===== src/rtl/fetch_unit.sv =====
`timescale 1ns/1ps
`default_nettype none
// ============================================================================
// Module   : fetch_unit
// Purpose  : Instruction-fetch stage in front of a 256x16 synchronous-read
//            instruction memory. Owns the program counter, drives the memory
//            address, captures the returned word one cycle later into a small
//            skid FIFO and presents {pc, instr} to decode with valid/ready.
//            Branch/jump redirects flush everything fetched but not consumed.
// Ports    : clk            - rising-edge clock shared with the memory
//            rst_n          - asynchronous active-low reset
//            imem_pc        - memory address (combinational from pc_q)
//            imem_rd        - memory data, valid the cycle after sampling
//            out_valid      - head of FIFO holds a valid instruction
//            out_ready      - decode accepts the head this cycle
//            out_pc         - PC of the presented instruction
//            out_instr      - presented instruction word
//            redirect_valid - single-cycle taken-branch/jump pulse
//            redirect_pc    - redirect target, sampled with redirect_valid
// Revision : 1.0 - initial release
// ============================================================================
module fetch_unit #(
  parameter int              PC_W       = 8,
  parameter int              INSTR_W    = 16,
  parameter logic [PC_W-1:0] RESET_PC   = '0,
  parameter int              FIFO_DEPTH = 2     // supported range 2..4
) (
  input  logic               clk,
  input  logic               rst_n,
  output logic [PC_W-1:0]    imem_pc,
  input  logic [INSTR_W-1:0] imem_rd,
  output logic               out_valid,
  input  logic               out_ready,
  output logic [PC_W-1:0]    out_pc,
  output logic [INSTR_W-1:0] out_instr,
  input  logic               redirect_valid,
  input  logic [PC_W-1:0]    redirect_pc
);

  localparam int               CNT_W     = $clog2(FIFO_DEPTH + 1);
  // One extra bit so count + inflight can never wrap before the compare.
  localparam int               OCC_W     = CNT_W + 1;
  localparam logic [CNT_W-1:0] DEPTH_CNT = CNT_W'(FIFO_DEPTH);
  localparam logic [OCC_W-1:0] DEPTH_OCC = OCC_W'(FIFO_DEPTH);

  // Architectural state
  logic [PC_W-1:0]    pc_q, pc_d;
  logic               inflight_q, inflight_d;
  logic [PC_W-1:0]    infl_pc_q, infl_pc_d;
  logic [CNT_W-1:0]   count_q, count_d;

  // FIFO storage: entry 0 is always the head, so pops shift the array down.
  logic [PC_W-1:0]    fifo_pc_q    [FIFO_DEPTH];
  logic [PC_W-1:0]    fifo_pc_d    [FIFO_DEPTH];
  logic [INSTR_W-1:0] fifo_instr_q [FIFO_DEPTH];
  logic [INSTR_W-1:0] fifo_instr_d [FIFO_DEPTH];

  // Combinational helpers
  logic               w_pop;
  logic               w_push;
  logic               w_issue;
  logic [OCC_W-1:0]   w_occ;
  logic [CNT_W-1:0]   w_wr_idx;

  assign imem_pc   = pc_q;
  assign out_valid = (count_q != '0);
  assign out_pc    = fifo_pc_q[0];
  assign out_instr = fifo_instr_q[0];

  always_comb begin
    w_pop    = out_valid & out_ready;
    w_push   = inflight_q;
    // Occupancy the FIFO would reach if we issued now: entries already held,
    // plus the word returning next edge, minus the one decode is taking.
    w_occ    = OCC_W'(count_q) + OCC_W'(inflight_q) - OCC_W'(w_pop);
    w_issue  = !redirect_valid && (w_occ < DEPTH_OCC);
    // After the shift caused by a pop, the first free slot moves down by one.
    w_wr_idx = count_q - CNT_W'(w_pop);

    pc_d         = pc_q;
    inflight_d   = 1'b0;
    infl_pc_d    = infl_pc_q;
    count_d      = count_q;
    fifo_pc_d    = fifo_pc_q;
    fifo_instr_d = fifo_instr_q;

    if (redirect_valid) begin
      // Flush wins over everything: the word returning next cycle is dropped
      // because inflight_d stays 0. A concurrent pop still completes at the
      // decode side since out_* were valid this cycle.
      pc_d    = redirect_pc;
      count_d = '0;
    end else begin
      if (w_issue) begin
        pc_d       = pc_q + PC_W'(1);
        inflight_d = 1'b1;
        infl_pc_d  = pc_q;
      end

      if (w_pop) begin
        for (int i = 0; i < FIFO_DEPTH - 1; i++) begin
          fifo_pc_d[i]    = fifo_pc_q[i+1];
          fifo_instr_d[i] = fifo_instr_q[i+1];
        end
      end

      if (w_push) begin
        for (int i = 0; i < FIFO_DEPTH; i++) begin
          if (CNT_W'(i) == w_wr_idx) begin
            fifo_pc_d[i]    = infl_pc_q;
            fifo_instr_d[i] = imem_rd;
          end
        end
      end

      count_d = count_q + CNT_W'(w_push) - CNT_W'(w_pop);
    end
  end

  always_ff @(posedge clk or negedge rst_n) begin
    if (!rst_n) begin
      pc_q       <= RESET_PC;
      inflight_q <= 1'b0;
      infl_pc_q  <= '0;
      count_q    <= '0;
      for (int i = 0; i < FIFO_DEPTH; i++) begin
        fifo_pc_q[i]    <= '0;
        fifo_instr_q[i] <= '0;
      end
    end else begin
      pc_q         <= pc_d;
      inflight_q   <= inflight_d;
      infl_pc_q    <= infl_pc_d;
      count_q      <= count_d;
      fifo_pc_q    <= fifo_pc_d;
      fifo_instr_q <= fifo_instr_d;
    end
  end

  // The issue rule reserves a slot for every word in flight, so a push into a
  // full FIFO without a matching pop indicates a broken occupancy calculation.
  a_no_overflow : assert property (
    @(posedge clk) disable iff (!rst_n)
    !(!redirect_valid && w_push && !w_pop && (count_q == DEPTH_CNT))
  );

endmodule
`default_nettype wire

===== config.mk =====
export PLATFORM = sky130hd
export DESIGN_NAME = fetch_unit
export DESIGN_NICKNAME = d
export VERILOG_FILES = /design/src/rtl/fetch_unit.sv
export SDC_FILE = /design/constraint.sdc
export NUM_CORES = 1
export LEC_CHECK = 0
export ABC_CLOCK_PERIOD_IN_PS = 3450
export BUFFER_PORTS_ARGS = -buffer_cell sky130_fd_sc_hd__buf_2
export CAP_MARGIN = 20
export CORE_MARGIN = 8
export CORE_UTILIZATION = 55
export DETAILED_ROUTE_END_ITERATION = 10
export HOLD_SLACK_MARGIN = 0.02
export PLACE_DENSITY = 0.88
export SYNTH_ARGS = -nofsm -noshare
export SYNTH_HDL_FRONTEND = slang
export SYNTH_SLANG_ARGS = --single-unit
export TNS_END_PERCENT = 5

===== constraint.sdc =====
create_clock -name clk -period 3.45 [get_ports clk]
set_input_delay 0.5175 -clock clk [delete_from_list [all_inputs] [get_ports clk]]
set_output_delay 0.5175 -clock clk [all_outputs]
set_load 0.1 [all_outputs]

==> results of run 1 <==
## worst paths after layout
| path | end | cells past startpoint | start |
|---|---|---|---|
| setup / recovery | out_pc[2] | 6 | count_q[0] |
| hold reg to reg | out_instr[12] | 1 | fifo_instr_q[12] |
| hold / removal | out_instr[0] | 2 | rst_n |
| max in group asynchronous | fifo_pc_q[1] | 2 | rst_n |
| setup reg to reg | out_pc[2] | 6 | count_q[0] |
| min in group clk | imem_pc[1] | 3 | redirect_pc[1] |
## cells in the final DEF (no fill, tap or decap), types with 2 or more instances in the layout
cell / count
dfrtp_1: 67
buf_2: 60
nor2b_1: 26
a221o_1: 24
mux2_4: 20
mux2_2: 12
nand2_1: 11
clkbuf_8: 10
xnor2_1: 7
o21ai_0: 5
buf_4: 5
o21ai_1: 4
inv_1: 3
ha_1: 3
clkinv_2: 3
nor4b_2: 2
nor2_1: 2
## stage by stage
| stage | setup WS, ns | util [%] |
|---|---|---|
| 6_report | 0.775 | 61.9 |
| 5_1_grt | 0.657 | 61.9 |
| 4_1_cts | 0.748 | 61.9 |
| 3_5_place_dp | 0.718 | 58.6 |
| 3_3_place_gp | 0.813 | 58.6 |
| 2_1_floorplan | 1.07 | - |
## metal layers
metal | up-vias | track usage, % | part of all wire (%)
li1 | 908 | - | -
met1 | 994 | 20.4 | 44
met2 | 44 | 24.7 | 49
met3 | 10 | 5.10 | 5.4
met4 | 0 | 7.92 | 1.7
met5 | - | 0 | 0
## cell type report
| class | instances | area (um2) |
|---|---|---|
| fillers | 469 | 2200 |
| flip-flops and latches | 67 | 1680 |
| multi-input cells | 132 | 1270 |
| repair buffers | 65 | 338 |
| clock buffers | 11 | 141 |
| well taps | 75 | 93.8 |
| clock inverters | 5 | 52.6 |
| inverters | 3 | 11.3 |
## worst register-to-register path: stages, from the launching register on
cell      delay [ns]
dfrtp_1         0.45
nand3b_2        0.28
ha_1            0.38
or3b_4          0.43
a21oi_4         0.56
nor2b_1         0.15
a221o_1         0.30
## state kept, by name, summed over array words and instances, names as in the netlist
signal and cells:
count_q 2, fifo_instr_q 16, fifo_pc_q 8, imem_pc 8
infl_pc_q 8, inflight_q 1, out_instr 16, out_pc 8
## kinds of logic after synthesis
logic type               count (synthesis)
flip-flops                              67
adder cells (fa/ha/maj)                  4
buffers and inverters                   38
AO/OA/AOI/OAI                           36
multiplexers                            33
XOR/XNOR                                 8
AND/OR/NAND/NOR                         51
==> results by group, run 1 <==
STA
  – Skew final: between 0.006 and 0.007 ns
  – Slew @ Worst Pin: about 0.85 ns
  – TNS Setup: 0 ns
  – Final setup violating endpoints: 0
  – Worst hold slack: 0.347 ns
  – Max Clk Rate: 0.374 GHz
  – Fin crit share: between 70% and 80%
  – RSZ-0062 raised after global routing: no
  – Hold Vio Cnt, Final: 0
  – Tmin final: around 2.7 ns
  – Slew Limit Fails: 0
  – Max_slew headroom: 43.3%

Critical path
  – CP top delay family: compound AO/OA/AOI/OAI gates
  – Critical path buffers and inverters: 0
  – WP data arrival: ~2.9 ns
  – CP Class: reg2reg
  – Worst Setup End Kind: flop
  – CP peak stage delay: around 0.56 ns
  – CP max FO: 24
  – Setup crit start kind: flop
  – CP Data Required Time: 3.67 ns
  – Worst path cell trace: nand3b_2 -> ha_1 -> or3b_4 -> a21oi_4 -> nor2b_1 -> a221o_1
  – Slowest stage cell, crit path: a21oi_4
  – R2R Setup Slk: about 0.78 ns

Layout
  – Nets: 310
  – Syn-to-layout area delta: 11.4%
  – N_diodes: 0
  – Design area: approximately 0.0036 mm2
  – Share of cells above drive strength 1: a little over two fifths
  – Post-route insts no fill: about 360

Drt
  – DRT Pass-1 Iters: 4
  – Final WL: about 6500 um
  – Starting DRT DRC Count: about 110
  – Residual DRC count: 0
  – Vias per cell: 5.46
  – WL/cell: approximately 18 um
  – Antenna Violating Nets Remaining: 0
  – DR vias: around 2.0k

Clocking
  – TritonCTS buffer count: 9
  – Worst-Skew Late Latency: 0.34 ns
  – H-tree depth: 3
  – Post-CTS Hold Buffers: 0
  – CTS tree: yes
  – Setup bufs post-CTS: 0
  – CTS clock-pin slew for the worst setup and hold paths: around 0.07 ns
  – CTS sink count: 67
  – Clk buf depth: 2
  – Root Driver: clkbuf_8
  – CTS resizes: 0

GRT
  – Initial antenna violation count: 0
  – Pin count of the biggest net entering global routing: between 60 and 70
  – Overflow after GRT: 0
  – First-pass GRT wire length: roughly 11000 um
  – Vias in the first global route: approximately 2.1k
  – GRT Resource Usage Total: between 15 and 20%

Floorplan
  – Number of placed I/O pins: 61
  – Standard-cell rows: 28
  – Core area: 0.00578 mm2
  – DIE WIDTH: ~92 um
  – Full die area: around 0.0085 mm2
  – Die Y: 92.4 um
  – Initial Utilization: about 56%

Yosys
  – Main combinational cell family by area after synthesis: multiplexers
  – Mapped Cells: about 240
  – Seq/Total Area, Yosys: 52.2%
  – Post-Syn Nets: ~270
  – Post-synthesis compound-gate area fraction: between 10% and 20%
  – Largest cells by area after synthesis: dfrtp_1 52%, mux2_4 9.3%, a221o_1 7.5%
  – Asr flop ratio synth: 100%
  – Most frequent cells after synthesis: 67 x dfrtp_1, 26 x nor2b_1, 24 x a221o_1, 24 x buf_4, 20 x mux2_4
  – Ys Warns: 0
  – Post-synthesis xor/xnor area fraction: between 2 and 2.5%
  – Distinct cells, synth: 34
  – Leading area contributor after synthesis: dfrtp_1
  – Count leader, synth: dfrtp_1
  – Register bit total from synthesis: 67
  – Mux share of post-synthesis cell area: between 10 and 15%
  – Post-synth EDFFs: 0
  – Avg Cell Area, Syn: between 10 and 15 um2
  – Top FF cell, synth: dfrtp_1
  – Top cell type's share of synthesized area: 52.2%
  – Post-Synth Adder-Cell Area: 1.79%
  – Simple-gate share of the synthesized area: between 10% and 20%
  – Post-Syn Area: 0.00321 mm2

Status
  – Status: finished clean

Placement
  – Post-DP Area: about 0.0034 mm2
  – Dpl cells: roughly 340
  – GP Congestion: around 0.83
  – Post-DP HPWL: approximately 4400 um
  – IO Port Bufs: 60

Min path
  – Worst Hold Class: in2async

Flow run
  – Maxcap violations: 0
Power of run 1 is left out: the tool's default activity adds up to more than one toggle a clock period on the data nets, which glitch-free logic cannot reach.
==> inputs of run 2 (changes only) <==
--- a/config.mk
+++ b/config.mk
@@ -5,14 +5,14 @@
 export SDC_FILE = /design/constraint.sdc
 export NUM_CORES = 1
 export LEC_CHECK = 0
-export ABC_CLOCK_PERIOD_IN_PS = 3450
+export ABC_CLOCK_PERIOD_IN_PS = 2400
 export BUFFER_PORTS_ARGS = -buffer_cell sky130_fd_sc_hd__buf_2
 export CAP_MARGIN = 20
 export CORE_MARGIN = 8
-export CORE_UTILIZATION = 55
+export CORE_UTILIZATION = 50
 export DETAILED_ROUTE_END_ITERATION = 10
 export HOLD_SLACK_MARGIN = 0.02
-export PLACE_DENSITY = 0.88
+export PLACE_DENSITY = 0.85
 export SYNTH_ARGS = -nofsm -noshare
 export SYNTH_HDL_FRONTEND = slang
 export SYNTH_SLANG_ARGS = --single-unit
==> constraint.sdc (replaced) <==
create_clock -name clk -period 2.4 [get_ports clk]
set_input_delay 0.36 -clock clk [delete_from_list [all_inputs] [get_ports clk]]
set_output_delay 0.36 -clock clk [all_outputs]
set_load 0.1 [all_outputs]
==> run 2 against run 1 <==
Compared with the run above: clock skew increased by 0.0014 ns; critical path depth increased by 2; sequential share of layout area decreased by 0.99 points; setup slack got worse by 0.64 ns; register-to-register slack got worse by 0.64 ns; final area increased by 2.2%; sequential cell count unchanged; non-clock buffer count increased by 8; final cell count increased by 2.5%; largest cell class unchanged; highest routed layer unchanged.
==> results by group, run 2 (synthesis results as in run 1) <==
GRT
  – Pin count of the biggest net entering global routing: 44 (was 68)
  – Vias in the first global route: 2123 (was 2128)
  – First-pass GRT wire length: 10500 um (was 10900 um)
  – Overflow after GRT: 0 (unchanged)
  – Initial antenna violation count: 0 (unchanged)
  – GRT Resource Usage Total: 14.8% (was 16.2%)

Drt
  – Residual DRC count: 0 (unchanged)
  – DR vias: 1971 (was 1956)
  – WL/cell: 17.2 um (was 18.1 um)
  – DRT Pass-1 Iters: 4 (unchanged)
  – Starting DRT DRC Count: 71 (was 111)
  – Final WL: 6310 um (was 6470 um)
  – Vias per cell: 5.37 (was 5.46)
  – Antenna Violating Nets Remaining: 0 (unchanged)

Placement
  – Post-DP HPWL: 4330 um (was 4430 um)
  – Dpl cells: 350 (was 342)
  – IO Port Bufs: 60 (unchanged)
  – GP Congestion: 0.748 (was 0.832)

Clocking
  – Root Driver: clkbuf_8 (unchanged)
  – CTS sink count: 67 (unchanged)
  – CTS tree: yes (unchanged)
  – Clk buf depth: 2 (unchanged)
  – H-tree depth: 3 (unchanged)
  – Post-CTS Hold Buffers: 0 (unchanged)
  – Worst-Skew Late Latency: 0.34 ns (about the same)
  – TritonCTS buffer count: 9 (unchanged)
  – CTS clock-pin slew for the worst setup and hold paths: 0.07 ns (about the same)

Critical path
  – Worst Setup End Kind: flop (unchanged)
  – CP top delay family: simple AND/OR/NAND/NOR gates (was compound AO/OA/AOI/OAI gates)
  – CP Data Required Time: 2.61 ns (was 3.67 ns)
  – CP peak stage delay: 0.50 ns (was 0.56 ns)
  – RR Startpoint: count_q[0] (unchanged)
  – R2R cell count: 8 (was 6)
  – CP max FO: 5 (was 24)
  – Critical path buffers and inverters: 0 (unchanged)
  – WP data arrival: 2.47 ns (was 2.89 ns)
  – CP Class: reg2reg (unchanged)
  – Critical R2R Capture: imem_pc[7] (was out_pc[2])
  – Setup crit start kind: flop (unchanged)
  – Worst path cell trace: nand3b_4 -> o21ai_2 -> ha_1 -> fa_2 -> nand4b_1 -> nor4b_2 -> xnor2_1 -> o21ai_1 (was nand3b_2 -> ha_1 -> or3b_4 -> a21oi_4 -> nor2b_1 -> a221o_1)
  – Crit path from: count_q[0] (unchanged)
  – R2R Setup Slk: 0.14 ns (was 0.78 ns)
  – Slowest stage cell, crit path: fa_2 (was a21oi_4)

Layout
  – Most common cell after layout, fill and taps aside: dfrtp_1 (unchanged)
  – Most frequent cells in the layout: 66 x dfrtp_1, 60 x buf_2, 26 x nor2b_1 (was 67 x dfrtp_1, 60 x buf_2, 26 x nor2b_1)
  – Nets: 318 (was 310)
  – Share of cells above drive strength 1: 44.8% (was 43.1%)
  – Syn-to-layout area delta: 13.9% (was 11.4%)
  – Util after Layout: 58.3% (was 61.9%)
  – N_diodes: 0 (unchanged)
  – Post-route insts no fill: 367 (was 358)

STA
  – Slew Limit Fails: 0 (unchanged)
  – Fin crit share: 94.3% (was 77.5%)
  – Final setup violating endpoints: 0 (unchanged)
  – Hold Vio Cnt, Final: 0 (unchanged)
  – Max Clk Rate: 0.442 GHz (was 0.374 GHz)
  – Tmin final: 2.26 ns (was 2.67 ns)
  – Skew final: 0.00791 ns (was 0.00651 ns)
  – Max_slew headroom: 61.6% (was 43.3%)
  – RSZ-0062 raised after global routing: no (unchanged)
  – Slew @ Worst Pin: 0.576 ns (was 0.851 ns)

Floorplan
  – Full die area: 0.00925 mm2 (was 0.00855 mm2)
  – Die Y: 96.2 um (was 92.4 um)
  – DIE WIDTH: 96.2 um (was 92.4 um)
  – Standard-cell rows: 29 (was 28)
  – Initial Utilization: 51.2% (was 55.6%)
  – Core area: 0.00628 mm2 (was 0.00578 mm2)
  – Number of placed I/O pins: 61 (unchanged)

Status
  – Status: finished clean (unchanged)

Min path
  – Worst Hold Class: in2async (unchanged)

Flow run
  – Maxcap violations: 0 (unchanged)
run 2: per-layer routing:
metal / track usage (%) / up-vias / wire [um]
met5: 0 / - / 0
li1: - / 926 / -
met3: 4.52 / 8 / 405
met4: 6.27 / 0 / 103
met2: 22.7 / 60 / 3000
met1: 19.1 / 977 / 2810
run 2: area by class of cell:
class	instances	area (um2)
clock buffers	13	149
repair buffers	73	430
inverters	3	11.3
well taps	77	96.3
multi-input cells	132	1280
clock inverters	2	12.5
flip-flops and latches	67	1680
fillers	515	2620
run 2: worst max-delay path by stage:
stage / to / slack (ns) / cells past startpoint
CTS: out_instr[5] / -0.04 / 5
detailed placement: out_instr[14] / -0.04 / 5
global route: infl_pc_q[7] / 0.006 / 7
global placement: infl_pc_q[5] / 0.03 / 7
floorplan: imem_pc[7] / 0.02 / 8
finish: imem_pc[7] / 0.14 / 8
run 2: repair_timing:
| item | in CTS | in global routing |
|---|---|---|
| resized for setup | 2 | 2 |
| pin swaps | 6 | 3 |
| buffers inserted | 1 | 0 |
| setup endpoints to repair | 33 | 17 |
run 2: metrics by stage:
| step | setup TNS (ns) | hold WS, ns | worst slack, ns | cell area (um2) |
|---|---|---|---|---|
| floorplan | 0 | 0.0644 | 0.0178 | 3210 |
| global placement | 0 | 0.383 | 0.0291 | 3460 |
| detailed placement | -0.510 | 0.391 | -0.0373 | 3460 |
| CTS | -0.557 | 0.0291 | -0.0392 | 3630 |
| global route | 0 | 0.0560 | 0.00595 | 3660 |
| finish | 0 | 0.0182 | 0.136 | 3660 |
Power of run 2 is left out for the same reason.
